$ cat src/rtl/usb_fifo_write_arbiter.sv
// Frame-granular round-robin arbiter sharing the USB external FIFO write port among NUM_REQ producers.
// A grant covers one whole frame; the owner's words reach the FIFO one cycle later; stalled owners time out.
module usb_fifo_write_arbiter #(
  parameter int NUM_REQ        = 4,
  parameter int TIMEOUT_CYCLES = 65535
) (
  input  logic                   Clk,
  input  logic                   reset_n,
  input  logic [NUM_REQ-1:0]     Req,
  input  logic [16*NUM_REQ-1:0]  Data_In,
  input  logic [NUM_REQ-1:0]     Data_In_Enable,
  input  logic [NUM_REQ-1:0]     Frame_End,
  output logic [NUM_REQ-1:0]     Grant,
  output logic [NUM_REQ-1:0]     Fifo_Full_Out,
  input  logic                   ExternalDataFifoFull,
  output logic [15:0]            ExternalDataFifo_din,
  output logic                   ExternalDataFifo_wr,
  output logic                   Timeout_Pulse,
  output logic                   Overflow_Error
);

  localparam int IDX_W = (NUM_REQ > 1) ? $clog2(NUM_REQ) : 1;
  localparam logic [15:0] TIMEOUT_LIMIT = 16'(TIMEOUT_CYCLES);
  localparam logic [NUM_REQ-1:0] ONE_HOT_0 = {{(NUM_REQ-1){1'b0}}, 1'b1};

  typedef enum logic [1:0] {
    S_IDLE    = 2'd0,
    S_OWNED   = 2'd1,
    S_RELEASE = 2'd2
  } state_t;

  state_t               r_state, w_state_next;
  logic [NUM_REQ-1:0]   r_grant, w_grant_next;
  logic [IDX_W-1:0]     r_last, w_last_next;
  logic [15:0]          r_idle, w_idle_next;
  logic [15:0]          r_din, w_din_next;
  logic                 r_wr, w_wr_next;
  logic                 r_pulse, w_pulse_next;
  logic                 r_ovf, w_ovf_next;

  logic [15:0]          w_lane [NUM_REQ];
  logic [15:0]          w_own_data;
  logic                 w_own_en;
  logic                 w_own_fe;
  logic                 w_own_req;
  logic [15:0]          w_idle_inc;
  logic                 w_pick_valid;
  logic [IDX_W-1:0]     w_pick_idx;
  logic [IDX_W-1:0]     w_cand;

  genvar gi;
  generate
    for (gi = 0; gi < NUM_REQ; gi++) begin : g_lane
      assign w_lane[gi]        = Data_In[16*gi +: 16];
      // Non-owners are told the FIFO is full so they hold in their wait states.
      assign Fifo_Full_Out[gi] = r_grant[gi] ? ExternalDataFifoFull : 1'b1;
    end
  endgenerate

  // While OWNED, r_last is the current owner's index.
  assign w_own_data = w_lane[r_last];
  assign w_own_en   = Data_In_Enable[r_last];
  assign w_own_fe   = Frame_End[r_last];
  assign w_own_req  = Req[r_last];
  assign w_idle_inc = (r_idle == 16'hFFFF) ? r_idle : r_idle + 16'd1;

  // Round-robin search starting just after the previous owner; the nearest set request wins.
  always_comb begin
    w_pick_valid = 1'b0;
    w_pick_idx   = r_last;
    w_cand       = r_last;
    for (int k = 1; k <= NUM_REQ; k++) begin
      w_cand = IDX_W'((int'(r_last) + k) % NUM_REQ);
      if (!w_pick_valid && Req[w_cand]) begin
        w_pick_valid = 1'b1;
        w_pick_idx   = w_cand;
      end
    end
  end

  always_comb begin
    w_state_next = r_state;
    w_grant_next = r_grant;
    w_last_next  = r_last;
    w_idle_next  = r_idle;
    w_din_next   = r_din;
    w_wr_next    = 1'b0;
    w_pulse_next = 1'b0;
    w_ovf_next   = r_ovf;
    case (r_state)
      S_IDLE: begin
        if (w_pick_valid) begin
          w_grant_next = ONE_HOT_0 << w_pick_idx;
          w_last_next  = w_pick_idx;
          w_idle_next  = 16'd0;
          w_state_next = S_OWNED;
        end
      end
      S_OWNED: begin
        w_din_next = w_own_data;
        if (w_own_en) begin
          w_idle_next = 16'd0;
          // A word offered while the FIFO is full is lost; remember it until reset.
          if (ExternalDataFifoFull) begin
            w_ovf_next = 1'b1;
          end else begin
            w_wr_next = 1'b1;
          end
          if (w_own_fe) begin
            w_state_next = S_RELEASE;
          end
        end else begin
          w_idle_next = w_idle_inc;
          if (w_idle_inc == TIMEOUT_LIMIT) begin
            w_pulse_next = 1'b1;
            w_state_next = S_RELEASE;
          end
          if (!w_own_req) begin
            w_state_next = S_RELEASE;
          end
        end
      end
      S_RELEASE: begin
        w_grant_next = '0;
        w_state_next = S_IDLE;
      end
      default: begin
        w_grant_next = '0;
        w_state_next = S_IDLE;
      end
    endcase
  end

  always_ff @(posedge Clk or negedge reset_n) begin
    if (!reset_n) begin
      r_state <= S_IDLE;
      r_grant <= '0;
      r_last  <= IDX_W'(NUM_REQ - 1);
      r_idle  <= 16'd0;
      r_din   <= 16'd0;
      r_wr    <= 1'b0;
      r_pulse <= 1'b0;
      r_ovf   <= 1'b0;
    end else begin
      r_state <= w_state_next;
      r_grant <= w_grant_next;
      r_last  <= w_last_next;
      r_idle  <= w_idle_next;
      r_din   <= w_din_next;
      r_wr    <= w_wr_next;
      r_pulse <= w_pulse_next;
      r_ovf   <= w_ovf_next;
    end
  end

  assign Grant                = r_grant;
  assign ExternalDataFifo_din = r_din;
  assign ExternalDataFifo_wr  = r_wr;
  assign Timeout_Pulse        = r_pulse;
  assign Overflow_Error       = r_ovf;

endmodule

$ cat config.mk
export PLATFORM = sky130hd
export DESIGN_NAME = usb_fifo_write_arbiter
export DESIGN_NICKNAME = d
export VERILOG_FILES = /design/src/rtl/usb_fifo_write_arbiter.sv
export SDC_FILE = /design/constraint.sdc
export NUM_CORES = 1
export LEC_CHECK = 0
export ABC_AREA = 1
export CAP_MARGIN = 20
export CORE_MARGIN = 2
export CORE_UTILIZATION = 40
export DETAILED_ROUTE_END_ITERATION = 8
export GPL_TIMING_DRIVEN = 0
export PLACE_DENSITY = 0.73
export RECOVER_POWER = 50
export SLEW_MARGIN = 20
export SYNTH_ARGS = -nofsm -noshare
export SYNTH_HDL_FRONTEND = slang
export SYNTH_SLANG_ARGS = --single-unit
$ cat constraint.sdc
create_clock -name Clk -period 4.82 [get_ports Clk]
set_input_delay 0.482 -clock Clk [delete_from_list [all_inputs] [get_ports Clk]]
set_output_delay 0.482 -clock Clk [all_outputs]
set_load 0.02 [all_outputs]
# Yosys cells after proc, flatten, opt, wreduce, memory -nomap -nowiden
# Index checks and enable logic that the tools add are counted.
totals:
  regBits: 43
  latchBits: 0
  mem_bits_rw: 0
  romBits: 0
  in_bits: 79
  output_inout_bits: 27
  elab_cells: 88
  mem_count: 0
op_classes:
  addsub: 5
  n_mul: 0
  n_div: 0
  order_cmp: 6
  eq_ne: 6
  n_shift: 1
  muxes: 47
  bitwise: 2
  n_reduce_logical: 13
ops:
  columns: ["op", "n"]
  rows:
  - ["$mux W16", 5]
  - ["$bmux W16 S2", 1]
  - ["$eq A16 B16 Y1 const B", 2]
  - ["$pmux W16 S2", 1]
  - ["$mux W1", 21]
  - ["$mux W2", 9]
  - ["$add A16 B1 Y16 const B", 1]
  - ["$lt A2 B3 Y1 const B", 5]
  - ["$bmux W1 S2", 7]
  - ["$pmux W4 S2", 1]
  - ["$reduce_and A2 Y1", 3]
  - ["$reduce_and A3 Y1", 2]
  - ["$add A2 B1 Y2 const B", 2]
  - ["$add A2 B2 Y2 const B", 2]
  - ["$mux W4", 1]
  - ["$ne A4 B4 Y1 const B", 1]
  - ["$pmux W2 S2", 1]
  - ["$shl A1 B2 Y4 const A", 1]
  - ["$ge A3 B3 Y1 const B", 1]
  - ["$logic_and A1 B1 Y1", 3]
  - ["$logic_not A1 Y1", 3]
  - ["$ne A3 B3 Y1 const B", 1]
  - ["$not A2 Y3", 1]
  - ["$eq A2 B1 Y1 const B", 1]
  - ["other kinds (4)", 4]

# Longest topological paths before layout
logic_depth:
  depth_word: 16
  ltp_mapped: 15
  depth_no_buf: 14

# Worst setup path after synthesis
# OpenSTA, ideal clock, no wires.
synth_timing:
  path_kind: "reg2reg"
  start: "reg r_idle[0]"
  end: "reg r_state[0]"
  setup_ns: 0.120
  arrival_time_ns: 1.688
  path_slack_ns: 3.012
  path_stages_with_launch: 14
  cell_sequence: "dfrtp_1 ha_1 nand2_1 nor2_2 nand4_1 buf_2 nand2_1 nand3_1 nor2_1 nand3_1 nand2_1 nand2_1 nand2_1 nand2_1"
synth_via:
  elab_chain_cells: 5
synth_lines:
  columns: ["item", "line", "source"]
  rows:
  - ["from (decl)", "35", "logic [15:0] r_idle, w_idle_next;"]
  - ["from (signal assigned)", "148", "r_idle <= w_idle_next;"]
  - ["$add A16 B1 Y16 or $eq A16 B16 Y1 (tied branches)", "65", "assign w_idle_inc = (r_idle == 16'hFFFF) ? r_idle : r_idle + 16'd1;"]
  - ["$mux W16 *", "65", null]
  - ["$eq A16 B16 Y1 *", "114", "if (w_idle_inc == TIMEOUT_LIMIT) begin"]
  - ["$ne A4 B4 Y1 (no line) *", null, null]
  - ["$reduce_and A3 Y1 (no line) *", null, null]
  - ["to (signal assigned)", "145", "r_state <= w_state_next;"]
  - ["to (decl)", "32", "state_t r_state, w_state_next;"]
# Every way passes the cells marked *; elsewhere a longest branch is shown, timed or not.
# A chain may end at the register's enable or synchronous reset.

# Worst setup path after layout
layout_timing:
  start: "reg r_last[0]"
  end: "reg r_idle[14]"
layout_via:
  elab_chain_cells: 15
layout_lines:
  columns: ["item", "line", "source"]
  rows:
  - ["from (decl)", "34", "logic [IDX_W-1:0] r_last, w_last_next;"]
  - ["from (signal assigned)", "138", "r_last <= IDX_W'(NUM_REQ - 1);"]
  - ["from (signal assigned)", "147", "r_last <= w_last_next;"]
  - ["$add A2 B1 Y2", "73", "w_cand = IDX_W'((int'(r_last) + k) % NUM_REQ);"]
  - ["$bmux W1 S2", "74", "if (!w_pick_valid && Req[w_cand]) begin"]
  - ["$mux W1 (implied by the code)", "74", null]
  - ["$mux W1", "74", null]
  - ["$logic_not A1 Y1", "74", null]
  - ["$logic_and A1 B1 Y1", "74", null]
  - ["$mux W1", "74", null]
  - ["$logic_not A1 Y1", "74", null]
  - ["$logic_and A1 B1 Y1", "74", null]
  - ["$mux W1", "74", null]
  - ["$logic_not A1 Y1", "74", null]
  - ["$logic_and A1 B1 Y1", "74", null]
  - ["$mux W1", "74", null]
  - ["$ne A2 B2 Y1 (no line)", null, null]
  - ["$reduce_and A2 Y1 (no line)", null, null]
# Parallel ways exist; a longest one is shown, timed or not. The select of a mux whose other input is x is not followed.

==> impl_metrics.tcl <==
set metrics [dict create \
    fmax_ghz 0.390 \
    cts_sinks 43 \
    synth_common_cells "nand2_1, dfrtp_1, inv_1" \
    num_rows 30 \
    cts_buffer_depth 2 \
    antenna_found_initial 0 \
    layout_setup_ws_ps 2250 \
    period_needed_ps 2570 \
    cp_data_arrival_time_ps 2750 \
    ys_async_sr_fraction 1.00 \
    area_growth_pct 44.1 \
    r2r-start "r_last[0]" \
    preCtsSetupSlack_ps 2610 \
    slew_headroom -0.0630 \
    hold_path_class "in2async" \
    rrSetupSlack_ps 2250 \
    seq_area_um2 1080 \
    post-dp-hpwl_mm 6.50 \
    synth_top_area_share 0.355 \
    dpl_cell_area_um2 4080 \
    vias 3187 \
    yosysTopAreaCell "dfrtp_1" \
    drive_above_1_share 0.0769 \
    first_global_vias 3031 \
    violations "max-capacitance violations, max-slew violations" \
    instances_no_fill 629 \
    wire_per_inst_um 12.8 \
    crit_fanout 10 \
    fin_tns_setup_ps 0 \
    grt_pass1_wl_mm 13.5 \
    worstReg2RegEnd "r_idle[14]" \
    finalSetupViolations 0 \
    drt-initial-drc-count 164 \
    insertion_delay_ps 300 \
    die_w_um 89.0 \
    coreArea_um2 6910 \
    fin_area_um2 4170 \
    cts-htree-levels 2 \
    p_leak_nw 1.76 \
    post-cts-setup-buffers 0 \
    crit_path_start_kind "flip-flop" \
    grt_setup_unrepaired "false" \
    ant_nets 0 \
    routed_wirelength_mm 8.02 \
    slew_viol_final 31 \
    multiInputGateArea_um2 1570 \
    final_core_util 0.603 \
    total_power_mw 2.05 \
    r2r_cells 6 \
    ios 106 \
    synth-seq-area-share 0.373 \
    hold_ws_ps 207 \
    worst_pin_slew_ps 1590 \
    syn_nets 499 \
    synthTopCellsByArea "dfrtp_1, nand2_1, nand3_1, inv_1, nand4_1" \
    hold_viol 0 \
    crit_path_end_kind "flip-flop" \
    maxCapViolations 1 \
    syn_area_per_cell_um2 6.90 \
    drc 0 \
    synth_flop_cell "dfrtp_1" \
    start_util 0.419 \
    grt_use_total 0.216 \
    syn_inst 419 \
    ys_seq_elements 43 \
    syn_area_um2 2890 \
    post-route-period-util 0.532 \
    crit_type "reg2reg" \
    dr.pass1.iters 4 \
    grt.overflow.total 0 \
    yosysUniqueCellTypes 29 \
    antenna_cells 0 \
    cts_resized 0 \
    clkTransAtPathRegs_ps 90 \
    cts_tree "done" \
    synth_enable_flop_cells 0 \
    place_inst 621 \
    fin_skew_ps 5.92 \
    gp_congestion 0.870 \
    cp.required_ps 5000 \
    yosysMostFrequentCell "nand2_1" \
    synth_warnings 0 \
    peakVddDrop_uv 226 \
    grt_max_degree 31 \
    die_height_um 89.0 \
    port_buffers 105 \
    layout.nets 612 \
    status "finished, violations left" \
    vias_per_cell 5.07 \
    fill_cells 673 \
    cts_root_buf "clkbuf_8" \
    powerDensity_nw_per_um2 491 \
    ctsHoldBuffers 0 \
    cts_buffers 5 \
    die_area_um2 7920 \
]
kinds of logic after synthesis:
group                      count (synthesis)  synth area share
AOI/OAI and AO/OA                         55             0.144
DFF                                       43             0.373
buffers and inverters                     58            0.0801
xor gates and xnor gates                   6            0.0182
adders and majority gates                  1           0.00433
and+or+nand+nor                          256             0.380
how the worst max path moves through the flow:
stage / from / end / slack, ps / cells after the start
3_5_place_dp: ExternalDataFifoFull / Fifo_Full_Out[1] / 2610 / 4
5_1_grt: r_last[0] / r_idle[15] / 2020 / 6
3_3_place_gp: reset_n / ExternalDataFifo_din[4] / 2120 / 1
6_report: r_last[0] / r_idle[14] / 2250 / 6
4_1_cts: r_idle[0] / r_state[0] / 2610 / 13
2_1_floorplan: r_idle[0] / r_state[0] / 3010 / 13
per-layer routing:
metal	global-route usage	vias up	share of wire
met2	0.367	133	0.46
met3	0.0711	12	0.097
met1	0.260	1430	0.43
met5	0	-	0
li1	-	1612	-
met4	0.0692	0	0.019
final cells by class:
| class | instances | share of cell area |
|---|---|---|
| well taps | 96 | 0.0288 |
| clock buffers | 5 | 0.0165 |
| flip-flops and latches | 43 | 0.259 |
| multi-input cells | 318 | 0.378 |
| repair buffers | 106 | 0.252 |
| clock inverters | 3 | 0.0105 |
| inverters | 46 | 0.0415 |
| plain buffers | 12 | 0.0141 |
cells in the final DEF, fill, tap and decap left out, types with 7 or more instances in the layout:
cell             count
clkbuf_1             8
nor2_1              36
o22ai_2             10
dfrtp_1             41
nand3_1             32
nand2_1            157
o21ai_0              7
o21ai_1             15
inv_2                7
inv_1               39
a22oi_1             12
nand4_1             21
dlygate4sd3_1       11
clkdlybuf4s50_1     93
worst max-delay path, stage by stage (launching register included):
cell,delay (ps)
dfstp_1,670
inv_2,160
nor2_1,500
a22oi_1,240
nand3_1,370
buf_2,380
o22ai_2,110
flip-flops by register name, indices dropped and copies added (netlist names):
| signal | count |
|---|---|
| ExternalDataFifo_wr | 1 |
| Grant | 4 |
| Overflow_Error | 1 |
| ExternalDataFifo_din | 16 |
| r_state | 2 |
| r_idle | 16 |
| Timeout_Pulse | 1 |
| r_last | 2 |
report_power, final:
| part | internal [mW] | leakage (nW) | total (mW) | switching, mW |
|---|---|---|---|---|
| clock network | 0.154 | 0.0581 | 0.286 | 0.131 |
| logic | 0.464 | 1.15 | 1.22 | 0.754 |
| registers | 0.474 | 0.549 | 0.542 | 0.0675 |
| total | 1.09 | 1.76 | 2.05 | 0.953 |
(Power assumes the default switching activity.)
==> variant, RTL diff (config.mk and constraints unchanged) <==
Encoding of `state_t`: now one-hot (3 bits for 3 states).
--- a/src/rtl/usb_fifo_write_arbiter.sv
+++ b/src/rtl/usb_fifo_write_arbiter.sv
@@ -25,6 +25,6 @@
 
-  typedef enum logic [1:0] {
-    S_IDLE    = 2'd0,
-    S_OWNED   = 2'd1,
-    S_RELEASE = 2'd2
+  typedef enum logic [2:0] {
+    S_IDLE    = 3'b001,
+    S_OWNED   = 3'b010,
+    S_RELEASE = 3'b100
   } state_t;
Check against the original RTL: same outputs for any inputs over 10 cycles, from zero or initial values and one cycle with reset_n low; not proved beyond that.
==> variant against the original RTL <==
Non-clock buffer count unchanged. Via count decreased by 0.28%. Setup slack better by 140 ps. Sequential cell count rose by 1. Final area up 3.6%. Power rose by 0.97%. Clock skew up 1.9 ps. Fmax rose by 5.9%. Count of clock-buffer cells in the layout increased by 1. Routed wire length increased by 7.2%. Hold slack better by 92 ps. Synthesized area grew 6.0%.
==> variant: results (changes against the original RTL) <==
| Metric | Value |
|---|---|
| Seq/Total Area, Yosys | `36.0% (-1.3 points)` |
| Number of global-route vias before repair | `3170 (+4.6%)` |
| M1 wire length | `3780 microns (+10%)` |
| M2 GR Usage | `38.5% (+1.8 points)` |
| Area Growth Syn to Fin | `40.8%` |
| Post-DP HPWL | `6970 microns (+7.3%)` |
| Syn_nets | `512 (+2.6%)` |
| Met1 Usage GRT | `25.8% (-0.17 points)` |
| First-pass GRT wire length | `14600 microns (+8.3%)` |
| Compound-Gate Fraction of Synth Area | `12.4% (-2.0 points)` |
| Slew HR | `6.20% (+13 points)` |
| Via/cell ratio | `4.93 (-2.8%)` |
| First DRT Iteration DRCs | `157 (-4.3%)` |
| Placed cell area | `4260 sq um (+4.4%)` |
| Register Area | `1100 sq um (+2.4%)` |
| Clock buf count | `6 (+1)` |
| Fillers | `665 (-1.2%)` |
| Multi-input combinational gate total | `326 (+2.5%)` |
| GRT Util Overall | `21.5% (-0.098 points)` |
| Placed cell count | `637 (+2.6%)` |
| Distinct cells, synth | `37 (+28%)` |
| Inverters | `50 (+8.7%)` |
| WP data arrival | `2610 ps (-140 ps)` |
| Total internal power | `0.00109 W (-0.29%)` |
| Non-clock buffering overhead | `26.0% (-0.55 points)` |
| Post-DR wirelength/cell | `13.3 microns (+4.5%)` |
| Status | `completed` |
| Worst vdd ir | `0.207 mV (-8.4%)` |
| Flop-to-flop setup slack | `2400 ps (+140 ps)` |
| Leakage Power | `1.89 nW (+7.4%)` |
-- variant: worst max-delay path: stages, from the launching register on --
cell and delay [ps]:
dfstp_1 580, inv_2 70, nor2_1 750, nor2_8 80, inv_4 100, nand2_2 60
nand2_4 90, nor2_4 40, nand3_2 70, nand2_2 90, nand2_2 120, buf_6 180
o22ai_2 80
-- variant: final timing paths --
path | cells past startpoint | endpoint | start
hold / removal | 1 | r_idle[14] | reset_n
min in group Clk | 2 | ExternalDataFifo_din[4] | ExternalDataFifo_din[4]
setup reg to reg | 12 | r_idle[11] | r_last[0]
setup / recovery | 12 | r_idle[11] | r_last[0]
hold reg to reg | 2 | ExternalDataFifo_din[4] | ExternalDataFifo_din[4]
max in group asynchronous | 2 | r_state[2] | reset_n
